`src/rtl/reg_file_status_pkg.sv`:
```
// Shared register-number and status-flag constants for the register file.
// Flag positions describe the {N,Z,V} status word.
package reg_file_status_pkg;

  localparam logic [4:0] REG_ZERO   = 5'd0;
  localparam logic [4:0] REG_LINK25 = 5'd25;
  localparam logic [4:0] REG_RA     = 5'd31;

  localparam int FLAG_N = 2;
  localparam int FLAG_Z = 1;
  localparam int FLAG_V = 0;
  localparam int FLAG_W = 3;

  typedef logic [4:0] reg_addr_t;

  function automatic logic commits(input logic we, input reg_addr_t addr);
    return we && (addr != REG_ZERO);
  endfunction

endpackage

```
`src/rtl/reg_file_status_status_reg.sv`:
```
// {N,Z,V} status register: loads on flag_write, holds otherwise.
// Synchronous reset takes priority over a same-cycle load.
module status_reg
  import reg_file_status_pkg::*;
(
  input  logic              clk,
  input  logic              reset,
  input  logic              flag_write,
  input  logic [FLAG_W-1:0] flag_in,
  output logic [FLAG_W-1:0] status
);

  always_ff @(posedge clk) begin
    if (reset) begin
      status <= '0;
    end else if (flag_write) begin
      status[FLAG_N] <= flag_in[FLAG_N];
      status[FLAG_Z] <= flag_in[FLAG_Z];
      status[FLAG_V] <= flag_in[FLAG_V];
    end
  end

endmodule

```
`src/rtl/reg_file_status.sv`:
```
// 32-entry register file with combinational reads, optional write forwarding,
// a committed-write counter and a {N,Z,V} status register.
module reg_file_status
  import reg_file_status_pkg::*;
#(
  parameter int DATA_W = 32,
  parameter int BYPASS = 0
) (
  input  logic              clk,
  input  logic              reset,
  input  logic [4:0]        read_reg1,
  input  logic [4:0]        read_reg2,
  input  logic [4:0]        write_reg,
  input  logic [DATA_W-1:0] write_data,
  input  logic              reg_write,
  input  logic [2:0]        flag_in,
  input  logic              flag_write,
  input  logic [4:0]        dbg_addr,
  output logic [DATA_W-1:0] read_data1,
  output logic [DATA_W-1:0] read_data2,
  output logic [DATA_W-1:0] dbg_data,
  output logic [2:0]        status,
  output logic [31:0]       wr_count
);

  localparam bit FWD_EN = (BYPASS != 0);

  logic [DATA_W-1:0] regs [0:31];
  logic              commit;

  assign commit = commits(reg_write, write_reg);

  always_ff @(posedge clk) begin
    if (reset) begin
      for (int i = 0; i < 32; i++) regs[i] <= '0;
      wr_count <= '0;
    end else if (commit) begin
      regs[write_reg] <= write_data;
      wr_count        <= wr_count + 32'd1;
    end
  end

  // Entry 0 is never written, but reads still gate it so it is always zero.
  function automatic logic [DATA_W-1:0] lookup(input reg_addr_t addr, input logic fwd);
    if (addr == REG_ZERO)                   return '0;
    else if (fwd && commit && addr == write_reg) return write_data;
    else                                    return regs[addr];
  endfunction

  always_comb begin
    read_data1 = lookup(read_reg1, FWD_EN);
    read_data2 = lookup(read_reg2, FWD_EN);
    dbg_data   = lookup(dbg_addr, 1'b0);
  end

  status_reg u_status (
    .clk        (clk),
    .reset      (reset),
    .flag_write (flag_write),
    .flag_in    (flag_in),
    .status     (status)
  );

endmodule

```
`config.mk`:
```
export PLATFORM = sky130hd
export DESIGN_NAME = reg_file_status
export DESIGN_NICKNAME = d
export VERILOG_FILES = /design/src/rtl/reg_file_status_pkg.sv /design/src/rtl/reg_file_status_status_reg.sv /design/src/rtl/reg_file_status.sv
export SDC_FILE = /design/constraint.sdc
export NUM_CORES = 2
export LEC_CHECK = 0
export BUFFER_PORTS_ARGS = -buffer_cell sky130_fd_sc_hd__buf_2
export CAP_MARGIN = 20
export CORE_ASPECT_RATIO = 0.7
export CORE_MARGIN = 2
export CORE_UTILIZATION = 55
export CTS_CLUSTER_SIZE = 12
export DETAILED_ROUTE_END_ITERATION = 8
export MAX_ROUTING_LAYER = met4
export PLACE_DENSITY = 0.74
export SYNTH_ARGS = -nofsm -noshare
export SYNTH_HDL_FRONTEND = slang
export SYNTH_SLANG_ARGS = --single-unit
```
`constraint.sdc`:
```
create_clock -name clk -period 5.6 [get_ports clk]
set_input_delay 1.12 -clock clk [delete_from_list [all_inputs] [get_ports clk]]
set_output_delay 1.12 -clock clk [all_outputs]
set_load 0.05 [all_outputs]
```
# Word-level counts from Yosys, hierarchy flattened
# Memories as Yosys holds them, arrays and structs flattened.
# Cells that the tools add are included.
[op_classes]
add_sub_neg = 1
n_mux = 11
reduce_logical = 6
[op_table]
columns = ["cell", "count"]
rows = [
  ["32-bit 2-to-1 mux", 4],
  ["32-bit by 1-bit adder with 32-bit output (second input constant)", 1],
  ["32-bit OR reduction", 1],
  ["5-bit zero test", 3],
  ["1-bit 2-to-1 mux", 6],
  ["5-bit 2-to-1 mux", 1],
  ["5-bit nonzero test", 1],
  ["1-bit logical AND", 1],
]
[word_totals]
register_bits = 35
ram_bits = 1024
input_bits = 59
out_inout_bits = 131
wordCells = 21
n_memories = 1
[memory_table]
columns = ["memory", "words", "word_bits", "read_ports", "rd_clocked_by_memory_dff", "write_ports", "line", "rtl"]
rows = [
  ["regs", 32, 32, 3, 0, 32, "reg_file_status.sv:28", "logic [DATA_W-1:0] regs [0:31];"],
]

# Depth between registers and ports, before layout
[depth]
ltp_word = 7
ltp_mapped = 7

# Hierarchy
# Synthesis repeated with hierarchy kept, for this count alone.
[unflattened]
hier_cells = 4498
area_unflattened_um2 = 64607.0
[modules_own_cells]
columns = ["module", "instances", "cells_each", "area_each_um2"]
rows = [
  ["reg_file_status", 1, 4489, 64505.6],
  ["status_reg", 1, 9, 101.3],
]

# Worst setup path before layout
# No wires, ideal clock.
[synth_timing]
path_kind = "in2out"
startpoint = "input read_reg1[0]"
endpoint = "output read_data1[1]"
arrival_ps = 3447
t_required_ps = 4480
path_slack_ps = 1033
path_stages = 7
cell_sequence = "buf_4 inv_1 buf_4 buf_2 buf_1 o2111ai_1 a311oi_1"
[synth_via]
elab_chain_len = 2
word_cells_on_any_way = 3
classes_between = "1 x mux; 1 x reduce/logical; 1 x memory"
[synth_rtl]
columns = ["item", "line", "rtl"]
rows = [
  ["start, declared", "reg_file_status.sv:11", "input logic [4:0] read_reg1,"],
  ["memory 32 x 32 bit / 5-bit zero test (equally long branches)", "n/a", ""],
  ["32-bit 2-to-1 mux (*)", "reg_file_status.sv:45", "if (addr == REG_ZERO) return '0;"],
  ["end, declared", "reg_file_status.sv:19", "output logic [DATA_W-1:0] read_data1,"],
]
# Every way passes the cells marked *; elsewhere a longest branch is shown, timed or not.

# Worst setup path after layout
[layout_timing]
startpoint = "input read_reg1[2]"
endpoint = "output read_data1[3]"
# Same word-level chain as after synthesis.

==> summary.md <==
| Metric | Value |
|---|---|
| Most used DFF post-synth | `edfxtp_1` |
| Cell variety after synth | `52` |
| Main area contributors after synthesis | `edfxtp_1, mux4_2, and2_1` |
| Share of cells above drive strength 1 | `31.1%` |
| Clock transition at the registers of the reported paths | `60 ps` |
| Max_slew headroom | `21.2%` |
| HPWL after DPL | `156000 microns` |
| Worst vdd rail ir drop | `0.000254 V` |
| IO Pins | `190` |
| Post-synth EDFFs | `1024` |
| CP max-delay cell | `a221oi_1` |
| Register area share after synthesis | `48.4%` |
| Synth Area in Adders | `0.0193%` |
| First-pass GRT wire length | `348000 microns` |
| P&R area growth vs syn | `12.1%` |
| CTS buffer count | `106` |
| Setup crit start kind | `primary input` |
| Hold Path Stages | `2` |
| Hold worst-path end | `u_status.status[1]` |
| Sum Neg Setup Slack | `0 ps` |
| Max reg flops | `1024` |
| Initial core utilization | `55.4%` |
| Die width | `415 microns` |
| Hold-fix buffers at CTS | `0` |
| Post-route DRC | `7` |
| Failing checks | `DRC` |
| Cts repair resizes | `0` |
| Via density per instance | `7.74` |
| Max Freq | `184 MHz` |
| Initial drt markers | `9889` |
| Asr flop ratio synth | `0%` |
| CTS max path bufs | `3` |
| Post-synthesis xor/xnor area fraction | `0.0809%` |
| Mean post-synth cell area | `14.3 sq um` |
| Worst reg2reg setup slack | `3490 ps` |
| Routability cong. | `1.02` |
| Arr. time, crit path | `4320 ps` |
| RSZ-0062 raised after global routing | `no` |
| Clock latency on the worst-skew pair | `750 ps` |
| Cell area after synthesis | `0.0649 sq mm` |
| Clock sinks | `1059` |
| P_leak | `25.0 nW` |
| Post-layout nets | `4670` |
| Fillers | `8596` |
| Fin. max-slew vios | `0` |
| Simple-gate share of the synthesized area | `13.1%` |
| Hold Path Origin | `u_status.status[1]` |
| Final Routed Wirelength | `251000 microns` |
| Number of global-route vias before repair | `45934` |
| CTS H-tree lvls | `3` |
| Slew @ Worst Pin | `1180 ps` |
| HP Class | `reg2reg` |
| R2R Path End | `wr_count[25]` |
| Mapped Cells | `4537` |
| Synth warn | `0` |
| Number of synthesized register bits | `1059` |
| Row cnt | `105` |
| Maxcap violations | `0` |
| Die area | `0.121 sq mm` |
| Post-synthesis compound-gate area fraction | `6.17%` |
| CP endpoint kind | `output pin` |
| Root buf cell | `clkbuf_16` |
| All-Layer GR Usage | `42.4%` |
| CTS tree | `yes` |
| Largest net degree at the start of global routing | `60` |
| Wire per inst | `40.1 microns` |
| Core Area | `0.117 sq mm` |
| Initial antenna violation count | `16` |
| Most common cell in the netlist | `edfxtp_1` |
| PD cells | `282 mW/mm^2` |
| Crit-path max cell delay | `950 ps` |
| Die span in y | `291 microns` |
| Post-synthesis mux area share | `28.2%` |
| Fin. Hold Viols | `0` |
| Status | `finished with violations` |
| Period utilization | `97.2%` |
| Launching point of the worst reg2reg path | `wr_count[3]` |
| Crit-path cells | `buf_8 > mux2i_1 > a221oi_1 > o21ai_0 > a311oi_1 > buf_12` |
| Post-synth top cells | `edfxtp_1, and2_1, mux4_2` |
| Synth area leader | `edfxtp_1` |
| Vias | `48420` |
| Main combinational cell family by area after synthesis | `multiplexers` |
| Remaining antenna violation count | `0` |
| Min Tclk post-route | `5440 ps` |
| Post-synth top area share | `47.4%` |
| Postcts setup bufs | `0` |
| Pre-Repair DR Iteration Count | `9` |
| Worst reg2reg path depth | `4` |
| Max Clock Skew | `15.8 ps` |
| Max FO, Critical Path | `46` |
| Pre-CTS setup slack | `432 ps` |
| Worst Slack Setup Final | `156 ps` |
| Type of the worst setup path | `in2out` |
| WP data required | `4480 ps` |
| Overflow left after global routing | `0` |
| I/O Buffers | `189` |
| Final setup violation count | `0` |
==> layout make-up <==
cell class	instances	area (sq um)	share of cell area (%)
sequential	1059	31500	43.2
multi-input combinational	2988	31300	43.0
timing repair buffer	450	4850	6.66
clock buffer	147	2910	4.00
tap	1551	1940	2.67
clock inverter	27	251	0.346
antenna	27	67.6	0.0928
inverter	5	26.3	0.0361
==> routing by layer <==
metal | up-vias | wire (microns) | GRT usage [%]
met3 | 1082 | 48300 | 20.7
li1 | 18044 | - | -
met4 | 0 | 15300 | 19.8
met5 | - | 0 | -
met2 | 5342 | 103000 | 56.1
met1 | 23952 | 83900 | 54.6
==> layout by cell type, fill, tap and decap left out, types with 96 or more instances in the layout <==
master,instances
nor2b_1,108
a211oi_1,96
nand2_1,150
buf_12,130
buf_4,224
edfxtp_1,1024
clkbuf_16,109
mux2i_1,196
o21ai_0,116
mux2_2,106
mux4_2,672
a22oi_1,96
and2_1,999
==> how the worst max path moves through the flow <==
stage	startpoint	to	slack (ps)	depth (start not counted)
final	read_reg1[2]	read_data1[3]	160	6
after detailed placement	read_reg1[2]	read_data1[3]	430	6
after CTS	read_reg1[2]	read_data1[3]	430	6
after global placement	read_reg1[2]	read_data1[3]	360	6
after global routing	read_reg1[2]	read_data1[3]	250	6
after floorplan	read_reg1[0]	read_data1[1]	1030	7
==> cells by family (layout without fill, tap and decap cells) <==
| logic type | Yosys count | after routing |
|---|---|---|
| and+or+nand+nor | 1429 | 1429 |
| DFF | 1059 | 1059 |
| muxes | 974 | 974 |
| AOI/OAI and AO/OA | 546 | 546 |
| buffers and inverters | 521 | 629 |
| xor gates and xnor gates | 6 | 6 |
| adders and majority gates | 1 | 1 |
| other | 1 | 59 |
==> stage by stage <==
stage               std cells  utilization (%)  total power, mW  hold slack (ps)  instance area, sq um
floorplan                4568                -             11.8              712                 65100
global placement         6047             59.3             13.4              468                 69500
detailed placement       6049             59.3             13.5              485                 69500
CTS                      6223             62.0             20.2              495                 72700
global route             6238             62.1             20.8              510                 72700
finish                   6254             62.1             20.5              490                 72800
==> where the power goes <==
part | leakage, nW | internal (mW) | total [mW] | switching (mW)
combinational | 13.4 | 1.72 | 4.07 | 2.35
clock | 1.54 | 3.73 | 6.97 | 3.23
sequential | 10.0 | 9.12 | 9.46 | 0.336
total | 25.0 | 14.6 | 20.5 | 5.92
==> critical path, delay by kind of cell <==
family	cells	cell delay [ps]
multiplexers	1	410
buffers and inverters	2	610
AO/OA/AOI/OAI	3	2010
No activity file was read; power rests on OpenSTA's default activity.
